[config.mk]
export PLATFORM = sky130hd
export DESIGN_NAME = tl_inflight_monitor
export DESIGN_NICKNAME = d
export VERILOG_FILES = /design/src/rtl/tl_mon_pkg.sv /design/src/rtl/tl_mon_beat_counter.sv /design/src/rtl/tl_inflight_monitor.sv
export SDC_FILE = /design/constraint.sdc
export NUM_CORES = 1
export LEC_CHECK = 0
export ABC_AREA = 1
export CAP_MARGIN = 20
export CORE_MARGIN = 2
export CORE_UTILIZATION = 64
export CTS_CLUSTER_DIAMETER = 120
export DETAILED_ROUTE_END_ITERATION = 16
export GPL_TIMING_DRIVEN = 0
export PLACE_DENSITY = 0.91
export SLEW_MARGIN = 30
export SYNTH_ARGS = -nofsm -noshare
export SYNTH_HDL_FRONTEND = slang
export SYNTH_SLANG_ARGS = --single-unit
[constraint.sdc]
create_clock -name clock -period 9 [get_ports clock]
set_input_delay 0.9 -clock clock [delete_from_list [all_inputs] [get_ports clock]]
set_output_delay 0.9 -clock clock [all_outputs]
set_load 0.05 [all_outputs]
[src/rtl/tl_mon_pkg.sv]
// ---------------------------------------------------------------------------
// tl_mon_pkg
//
// Shared definitions for the TileLink in-flight monitor:
//   - A/D opcode constants the checks depend on
//   - err_code_e, the encoded violation cause (0 means no violation)
//   - table_entry_t, one per-source outstanding-request record
//   - beats(), the number of bus beats a message of a given size occupies
// ---------------------------------------------------------------------------
package tl_mon_pkg;

    // A opcodes 0..3 (PutFull, PutPartial, Arithmetic, Logical) carry data.
    // Get is 4. Anything above Get is rejected by this monitor.
    localparam logic [2:0] A_LOGICAL         = 3'd3;
    localparam logic [2:0] A_GET             = 3'd4;

    localparam logic [2:0] D_ACCESS_ACK      = 3'd0;
    localparam logic [2:0] D_ACCESS_ACK_DATA = 3'd1;

    // Stored size field width; wide enough for any SIZE_BITS used here.
    localparam int ENTRY_SIZE_W = 8;

    typedef enum logic [3:0] {
        ERR_NONE       = 4'd0,
        ERR_A_OPCODE   = 4'd1,
        ERR_A_FIELD    = 4'd2,
        ERR_A_ALIGN    = 4'd3,
        ERR_DUP_SOURCE = 4'd4,
        ERR_D_UNKNOWN  = 4'd5,
        ERR_D_OPCODE   = 4'd6,
        ERR_D_SIZE     = 4'd7,
        ERR_D_SOURCE   = 4'd8
    } err_code_e;

    typedef struct packed {
        logic                    busy;
        logic                    is_get;
        logic [ENTRY_SIZE_W-1:0] size;
    } table_entry_t;

    // Messages no larger than one beat still take a single beat.
    function automatic int beats(input int size, input int beat_log2);
        if (size > beat_log2) begin
            return 1 << (size - beat_log2);
        end
        return 1;
    endfunction

endpackage

[src/rtl/tl_mon_beat_counter.sv]
// ---------------------------------------------------------------------------
// tl_mon_beat_counter
//
// Tracks progress through a (possibly multibeat) message on one channel.
// The burst length is taken from size/multibeat on the first beat and held
// for the rest of the burst, so later-beat field changes cannot shorten or
// stretch the count.
//
// Ports:
//   clock, reset_n  clock and asynchronous active-low reset
//   fire            a beat is transferred this cycle
//   size            log2(bytes) of the message (sampled on the first beat)
//   multibeat       message carries data and may span several beats
//   first           the next beat to fire is the first of a message
//   last            the next beat to fire completes the message
// ---------------------------------------------------------------------------
module tl_mon_beat_counter
    import tl_mon_pkg::*;
#(
    parameter int SIZE_BITS = 3,
    parameter int BEAT_LOG2 = 3,
    parameter int CNT_BITS  = 8
) (
    input  logic                 clock,
    input  logic                 reset_n,
    input  logic                 fire,
    input  logic [SIZE_BITS-1:0] size,
    input  logic                 multibeat,
    output logic                 first,
    output logic                 last
);

    localparam logic [CNT_BITS:0] ONE = (CNT_BITS+1)'(1);

    logic [CNT_BITS-1:0] count_q;
    logic [CNT_BITS:0]   total_q;
    logic [CNT_BITS:0]   total_now;
    logic [CNT_BITS:0]   total;

    always_comb begin
        total_now = ONE;
        if (multibeat) begin
            total_now = (CNT_BITS+1)'(beats(int'(size), BEAT_LOG2));
        end
        first = (count_q == '0);
        total = first ? total_now : total_q;
        last  = ({1'b0, count_q} == (total - ONE));
    end

    // Beat index wraps to 0 after the last beat so the next fire starts a
    // fresh message.
    always_ff @(posedge clock or negedge reset_n) begin
        if (!reset_n) begin
            count_q <= '0;
            total_q <= '0;
        end else if (fire) begin
            if (last) begin
                count_q <= '0;
            end else begin
                count_q <= count_q + CNT_BITS'(1);
            end
            if (first) begin
                total_q <= total_now;
            end
        end
    end

endmodule

[src/rtl/tl_inflight_monitor.sv]
// ---------------------------------------------------------------------------
// tl_inflight_monitor
//
// Passive TileLink-UL/UH monitor for one A/D channel pair. Keeps a table of
// outstanding requests per source, follows multibeat bursts on both
// channels and reports protocol violations.
//
// Ports:
//   clock, reset_n                  clock and asynchronous active-low reset
//   a_valid, a_ready                A-channel handshake
//   a_opcode/size/source/address    A-channel request fields
//   d_valid, d_ready                D-channel handshake
//   d_opcode/size/source            D-channel response fields
//   err_valid                       one-cycle pulse, cycle after a violation
//   err_code                        cause of the most recent violation
//   err_sticky                      set by any violation until reset
//   inflight                        number of sources with a request pending
// ---------------------------------------------------------------------------
module tl_inflight_monitor
    import tl_mon_pkg::*;
#(
    parameter int SOURCE_BITS = 2,
    parameter int ADDR_BITS   = 25,
    parameter int SIZE_BITS   = 3,
    parameter int BEAT_LOG2   = 3,
    parameter int CNT_BITS    = 8
) (
    input  logic                   clock,
    input  logic                   reset_n,
    input  logic                   a_valid,
    input  logic                   a_ready,
    input  logic [2:0]             a_opcode,
    input  logic [SIZE_BITS-1:0]   a_size,
    input  logic [SOURCE_BITS-1:0] a_source,
    input  logic [ADDR_BITS-1:0]   a_address,
    input  logic                   d_valid,
    input  logic                   d_ready,
    input  logic [2:0]             d_opcode,
    input  logic [SIZE_BITS-1:0]   d_size,
    input  logic [SOURCE_BITS-1:0] d_source,
    output logic                   err_valid,
    output logic [3:0]             err_code,
    output logic                   err_sticky,
    output logic [SOURCE_BITS:0]   inflight
);

    localparam int NUM_SOURCES = 1 << SOURCE_BITS;

    logic a_fire, d_fire;
    logic a_first, a_last, d_first, d_last;

    // Fields latched from the first beat of the current A burst, and the
    // source of the current D burst.
    logic [2:0]             a_op_q;
    logic [SIZE_BITS-1:0]   a_size_q;
    logic [SOURCE_BITS-1:0] a_src_q;
    logic [ADDR_BITS-1:0]   a_addr_q;
    logic [SOURCE_BITS-1:0] d_src_q;

    table_entry_t table_q [NUM_SOURCES];
    table_entry_t table_d [NUM_SOURCES];

    logic                 err_valid_q;
    err_code_e            err_code_q;
    logic                 err_sticky_q;
    logic [SOURCE_BITS:0] inflight_q;

    assign a_fire = a_valid & a_ready;
    assign d_fire = d_valid & d_ready;

    tl_mon_beat_counter #(
        .SIZE_BITS (SIZE_BITS),
        .BEAT_LOG2 (BEAT_LOG2),
        .CNT_BITS  (CNT_BITS)
    ) u_a_counter (
        .clock     (clock),
        .reset_n   (reset_n),
        .fire      (a_fire),
        .size      (a_size),
        .multibeat (a_opcode <= A_LOGICAL),
        .first     (a_first),
        .last      (a_last)
    );

    tl_mon_beat_counter #(
        .SIZE_BITS (SIZE_BITS),
        .BEAT_LOG2 (BEAT_LOG2),
        .CNT_BITS  (CNT_BITS)
    ) u_d_counter (
        .clock     (clock),
        .reset_n   (reset_n),
        .fire      (d_fire),
        .size      (d_size),
        .multibeat (d_opcode == D_ACCESS_ACK_DATA),
        .first     (d_first),
        .last      (d_last)
    );

    // Violation detection and next table state. Later beats of a burst are
    // judged against the fields captured on its first beat, so a corrupted
    // beat is reported once rather than cascading into table errors.
    logic [2:0]             a_op_eff;
    logic [SIZE_BITS-1:0]   a_size_eff;
    logic [SOURCE_BITS-1:0] a_src_eff;
    logic [SOURCE_BITS-1:0] d_src_eff;
    logic [ADDR_BITS-1:0]   addr_mask;
    table_entry_t           d_entry;
    logic [2:0]             d_expect_op;
    logic                   d_retire;
    logic                   a_alloc_try;
    logic                   a_dup;
    logic                   e_a_opcode, e_a_field, e_a_align, e_dup;
    logic                   e_d_unknown, e_d_opcode, e_d_size, e_d_source;
    err_code_e              err_next;
    logic [SOURCE_BITS:0]   inflight_d;

    always_comb begin
        a_op_eff    = a_first ? a_opcode : a_op_q;
        a_size_eff  = a_first ? a_size   : a_size_q;
        a_src_eff   = a_first ? a_source : a_src_q;
        d_src_eff   = d_first ? d_source : d_src_q;
        addr_mask   = ADDR_BITS'((64'd1 << a_size) - 64'd1);
        d_entry     = table_q[d_src_eff];
        d_expect_op = d_entry.is_get ? D_ACCESS_ACK_DATA : D_ACCESS_ACK;

        d_retire    = d_fire & d_last;
        a_alloc_try = a_fire & a_last & (a_op_eff <= A_GET);
        // A response retiring the same source this cycle frees the slot.
        a_dup       = table_q[a_src_eff].busy &
                      ~(d_retire && (d_src_eff == a_src_eff));

        e_a_opcode  = a_fire & a_first & (a_opcode > A_GET);
        e_a_field   = a_fire & ~a_first &
                      ((a_opcode != a_op_q) || (a_size != a_size_q) ||
                       (a_source != a_src_q) || (a_address != a_addr_q));
        e_a_align   = a_fire & a_first & (|(a_address & addr_mask));
        e_dup       = a_alloc_try & a_dup;
        e_d_unknown = d_fire & ~d_entry.busy;
        e_d_opcode  = d_fire & d_entry.busy & (d_opcode != d_expect_op);
        e_d_size    = d_fire & d_entry.busy &
                      (d_entry.size != ENTRY_SIZE_W'(d_size));
        e_d_source  = d_fire & ~d_first & (d_source != d_src_q);

        err_next = ERR_NONE;
        if      (e_a_opcode)  err_next = ERR_A_OPCODE;
        else if (e_a_field)   err_next = ERR_A_FIELD;
        else if (e_a_align)   err_next = ERR_A_ALIGN;
        else if (e_dup)       err_next = ERR_DUP_SOURCE;
        else if (e_d_unknown) err_next = ERR_D_UNKNOWN;
        else if (e_d_opcode)  err_next = ERR_D_OPCODE;
        else if (e_d_size)    err_next = ERR_D_SIZE;
        else if (e_d_source)  err_next = ERR_D_SOURCE;

        // Retire first, then allocate, so a same-cycle reuse of one source
        // ends with the new request recorded.
        table_d = table_q;
        if (d_retire) begin
            table_d[d_src_eff] = '0;
        end
        if (a_alloc_try && !a_dup) begin
            table_d[a_src_eff].busy   = 1'b1;
            table_d[a_src_eff].is_get = (a_op_eff == A_GET);
            table_d[a_src_eff].size   = ENTRY_SIZE_W'(a_size_eff);
        end

        inflight_d = '0;
        for (int i = 0; i < NUM_SOURCES; i++) begin
            inflight_d = inflight_d + (SOURCE_BITS+1)'(table_d[i].busy);
        end
    end

    // State and registered outputs. err_code holds its last cause while
    // err_valid pulses only in the cycle after the violating fire.
    always_ff @(posedge clock or negedge reset_n) begin
        if (!reset_n) begin
            a_op_q       <= '0;
            a_size_q     <= '0;
            a_src_q      <= '0;
            a_addr_q     <= '0;
            d_src_q      <= '0;
            for (int i = 0; i < NUM_SOURCES; i++) begin
                table_q[i] <= '0;
            end
            err_valid_q  <= 1'b0;
            err_code_q   <= ERR_NONE;
            err_sticky_q <= 1'b0;
            inflight_q   <= '0;
        end else begin
            if (a_fire && a_first) begin
                a_op_q   <= a_opcode;
                a_size_q <= a_size;
                a_src_q  <= a_source;
                a_addr_q <= a_address;
            end
            if (d_fire && d_first) begin
                d_src_q <= d_source;
            end
            table_q     <= table_d;
            inflight_q  <= inflight_d;
            err_valid_q <= (err_next != ERR_NONE);
            if (err_next != ERR_NONE) begin
                err_code_q   <= err_next;
                err_sticky_q <= 1'b1;
            end
        end
    end

    assign err_valid  = err_valid_q;
    assign err_code   = err_code_q;
    assign err_sticky = err_sticky_q;
    assign inflight   = inflight_q;

endmodule

# --- Yosys cells after proc, flatten, opt, wreduce, memory -nomap -nowiden ---
# Index checks and enable logic that the tools add are counted.
classes:
  n_reduce_logical: 14
  n_shift: 3
  muxes: 46
  n_eq_ne: 12
  n_addsub: 10
  bitwise_logic: 27
  magnitude_cmp: 9
ops:
  columns: ["operator", "n"]
  rows:
  - ["40-bit bitwise mux", 3]
  - ["9-bit two-way mux", 9]
  - ["10-bit demux with 2-bit select", 4]
  - ["40-bit two-way mux", 2]
  - ["1-bit by 32-bit left shift with 9-bit output (first input constant)", 2]
  - ["10-bit two-way mux", 6]
  - ["40-bit AND", 1]
  - ["10-bit binary-select mux with 2-bit select", 2]
  - ["40-bit NOT", 1]
  - ["4-bit two-way mux", 8]
  - ["25-bit AND", 1]
  - ["25-bit inequality test", 1]
  - ["25-bit OR reduction", 1]
  - ["1-bit by 3-bit left shift with 25-bit output (first input constant)", 1]
  - ["25-bit by 1-bit subtractor with 25-bit output (second input constant)", 1]
  - ["8-bit two-way mux", 3]
  - ["1-bit AND", 18]
  - ["8-bit by 9-bit equality test with 1-bit output", 2]
  - ["9-bit by 1-bit subtractor with 9-bit output (second input constant)", 2]
  - ["8-bit by 1-bit adder with 8-bit output (second input constant)", 2]
  - ["8-bit zero test", 2]
  - ["8-bit by 3-bit inequality test with 1-bit output", 1]
  - ["3-bit by 2-bit subtractor with 4-bit output (second input constant)", 2]
  - ["3-bit >= comparator (second input constant)", 2]
  - ["23 further kinds", 44]
totals:
  output_inout_bits: 9
  wordCells: 146
  reg_bits: 118

# --- Logic depth before layout (Yosys ltp) ---
depth:
  ltp_word: 18
  depth_mapped: 28
  ltp_nobuf: 27

# --- By module ---
# A second synthesis with hierarchy kept.
unflattened:
  hier_cells: 1051
  area_unflattened_um2: 7495.9
by_module_without_submodules:
  columns: ["module", "n_inst", "seq_area_each_um2", "cells_per_inst", "area_per_inst_um2"]
  rows:
  - ["tl_inflight_monitor", 1, 2102.0, 617, 4645.7]
  - ["tl_mon_beat_counter", 2, 425.4, 217, 1425.1]

# --- Worst setup path before layout ---
# Ideal clock, no wire load.
synth_timing:
  path_type: "input to register"
  start: "input a_size[0]"
  end: "register inflight_q[1] (netlist: inflight[1])"
  stages: 25
  path_slack_ns: 4.316
  arrival_ns: 4.558
  setup_time_ns: 0.126
  path_cell_list: "ha_1 -> ha_1 -> inv_2 -> nand2_1 -> inv_1 -> nand4_1 -> o21ai_1 -> inv_1 -> ha_1 -> xor2_1 -> o21ai_1 -> a21oi_1 -> nand2_1 -> nor2_1 -> nand2_1 -> nor2_2 -> nand4_4 -> a21oi_4 -> nand3_2 -> nand2_1 -> inv_2 -> fa_1 -> inv_1 -> ha_1 -> ha_1"
synth_lines:
  columns: ["element", "line_no", "text"]
  rows:
  - ["start, declared", "tl_inflight_monitor.sv:33", "input logic [SIZE_BITS-1:0] a_size,"]
  - ["end signal, assigned", "tl_inflight_monitor.sv:199", "inflight_q <= inflight_d;"]
  - ["end, declared", "tl_inflight_monitor.sv:66", "logic [SOURCE_BITS:0] inflight_q;"]

==> flow_metrics.env <==
export IMPL_status="complete, no violations"
export IMPL_first_pass_iters=5
export IMPL_rows=39
export IMPL_fp_coreArea_um2=11300
export IMPL_start_util_pct=65.0
export IMPL_grt_pass1_vias=6857
export IMPL_power_uw=1880
export IMPL_cts_resized=0
export IMPL_final_cell_mix="nand2_1, dfrtp_1, inv_1"
export IMPL_avgSynthCellArea_um2=7.33
export IMPL_period_minus_slack_ns=5.64
export IMPL_finalCritPeriodShare_pct=62.6
export IMPL_drt_iter0_markers=498
export IMPL_syn_to_final_growth_pct=18.7
export IMPL_die_w_um=111
export IMPL_synth_edf_count=0
export IMPL_ir_drop_uv=255
export IMPL_worst_r2r_endpoint="inflight[1]"
export IMPL_yosysWarnings=0
export IMPL_final_max_slew_viol_count=0
export IMPL_via_per_inst=5.66
export IMPL_antennaDiodeCount=0
export IMPL_setup_tns_final_ns=0
export IMPL_fin_nets=1143
export IMPL_max_cap_viol_count=0
export IMPL_gp_congestion=0.941
export IMPL_clock_latency_ns=0.42
export IMPL_start_kind="primary input"
export IMPL_reg2reg_from="u_a_counter.count_q[0]"
export IMPL_io_pins=56
export IMPL_port_buffers=55
export IMPL_clk_pin_slew_ns=0.06
export IMPL_routedWlPerCell_um=14.7
export IMPL_wirelength_um=18100
export IMPL_clockBufferDepth=2
export IMPL_setup_viol_count_final=0
export IMPL_die_y_um=111
export IMPL_drive_above_1_share_pct=9.75
export IMPL_synthFlopType="dfrtp_1"
export IMPL_fmax_ghz=0.177
export IMPL_synth_nets=1068
export IMPL_grt_ovfl_total=0
export IMPL_fillers=747
export IMPL_p_per_area_nw_per_um2=216
export IMPL_hold_buffers=0
export IMPL_leakage_uw=0.00443
export IMPL_grt_max_degree=90
export IMPL_grtUsageTotal_pct=30.8
export IMPL_cts_sinks=118
export IMPL_fin_skew_ns=0.00953
export IMPL_ys_async_sr_fraction_pct=100
export IMPL_antenna_found_initial=0
export IMPL_synthTopCellsByArea="dfrtp_1, nand2_1, inv_1"
export IMPL_required_ns=9.30
export IMPL_drtAntennaViolNets=0
export IMPL_numCtsBuffers=17
export IMPL_yosysUniqueCellTypes=44
export IMPL_final_common_cell="nand2_1"
export IMPL_cp_max_fo=10
export IMPL_ys_ff_latch=118
export IMPL_dieArea_um2=12300
export IMPL_synth_top_area_share_pct=40.3
export IMPL_drcViolationCount=0
export IMPL_cts_setup_buffers=0
export IMPL_root_buffer="clkbuf_16"
export IMPL_synthCells=999
export IMPL_max_slew_margin_rel_pct=48.2
export IMPL_htreeDepth=4
export IMPL_criticalPathCategory="primary input to flip-flop"
export IMPL_vias=6962
export IMPL_hpwl_um=12500
export IMPL_regToRegSetupSlack_ns=4.33
export IMPL_arrival_ns=5.94
export IMPL_hold_viol=0
export IMPL_yosys_area_top_type="dfrtp_1"
export IMPL_grt_pass1_wl_um=31000
export IMPL_yosysSeqAreaShare_pct=40.3
export IMPL_rsz0062_at_grt="false"
export IMPL_worstHoldPathType="primary input to asynchronous set/reset pin"
export IMPL_worst_r2r_path_depth=24
export IMPL_syn_cell_area_um2=7330
export IMPL_end_kind="flip-flop"
export IMPL_worst_pin_slew_ns=0.774
export IMPL_cts_tree="yes"
[metrics by stage]
step | std cells | cell area (µm²) | setup slack [ns] | hold WS (ns) | utilization [%]
finish | 1230 | 8700 | 3.36 | 0.329 | 77.2
global route | 1230 | 8700 | 3.00 | 0.344 | 77.2
CTS | 1230 | 8700 | 3.40 | 0.332 | 77.2
detailed placement | 1198 | 8090 | 3.10 | 0.473 | 71.8
global placement | 1197 | 8060 | 2.51 | 0.460 | 71.5
floorplan | 999 | 7330 | 4.32 | 0.449 | -
[kinds of logic after synthesis]
logic type               Yosys count  share of synthesized area, %
buffers and inverters            144                          7.68
AO/OA/AOI/OAI                    107                          8.57
adder cells (fa/ha/maj)           22                          3.86
AND/OR/NAND/NOR                  569                          34.9
flip-flops                       118                          40.3
XOR/XNOR                          39                          4.66
[per-layer routing]
metal,routed length [µm],global-route usage (%)
met1,7510,38.7
met4,453,11.8
met5,0,0
met2,8880,52.3
met3,1240,6.67
[worst max path at each step]
stage	startpoint	endpoint	slack, ns
2_1_floorplan	a_size[0]	inflight[1]	4.32
6_report	a_size[0]	inflight[1]	3.36
3_3_place_gp	reset_n	u_a_counter.count_q[2]	2.51
5_1_grt	a_size[0]	inflight[1]	3.00
3_5_place_dp	a_size[0]	inflight[1]	3.10
4_1_cts	a_size[0]	inflight[1]	3.40
[critical path: stages]
cell and delay, ns:
clkdlybuf4s50_1 0.58, ha_1 0.35, ha_1 0.23, inv_2 0.11, nand2_1 0.15, inv_1 0.09, nand4_1 0.11, o21ai_1 0.27
inv_1 0.14, ha_1 0.31, xor2_1 0.14, o21ai_1 0.08, a21oi_1 0.20, nand2_1 0.08, nor2_1 0.10, nand2_1 0.07
nor2_2 0.17, nand4_4 0.15, a21oi_4 0.24, nand3_2 0.25, nand2_1 0.19, inv_2 0.05, fa_1 0.47, inv_1 0.04
ha_1 0.18, ha_1 0.27
[cells in the mapped netlist (all sizes together), types with 3 or more instances]
library cell / number
o22ai: 6
a21oi: 20
or2: 4
xnor2: 19
clkbuf: 9
nor3: 17
nor4: 5
nand3b: 8
dfrtp: 118
o21bai: 3
o21ai: 68
nand4: 20
buf: 5
nand3: 89
inv: 130
nor2: 110
ha: 21
nand2: 314
xor2: 20
[report_power, final]
group / switching, µW / leakage (µW) / total, µW / internal [µW]
Sequential: 65.5 / 0.00142 / 675 / 610
Clock: 265 / 0.000287 / 711 / 446
Combinational: 311 / 0.00272 / 492 / 182
[flip-flops by register name (all words and copies together) (netlist names)]
signal	flops
u_d_counter.count_q	8
a_src_q	2
d_src_q	2
table_q	40
a_size_q	3
a_op_q	3
u_d_counter.total_q	9
a_addr_q	25
u_a_counter.count_q	8
err_sticky	1
err_code	4
inflight	3
err_valid	1
u_a_counter.total_q	9
[layout make-up]
class,count,area [µm²],area share [%]
Clock inverter,13,169,1.94
Clock buffer,19,443,5.09
Inverter,130,488,5.61
Buffer,14,75.1,0.863
Timing Repair Buffer,56,583,6.70
Sequential cell,118,2950,33.9
Multi-Input combinational cell,737,3810,43.8
Tap cell,143,179,2.06
Note: power is estimated with default switching activity, not from simulation.
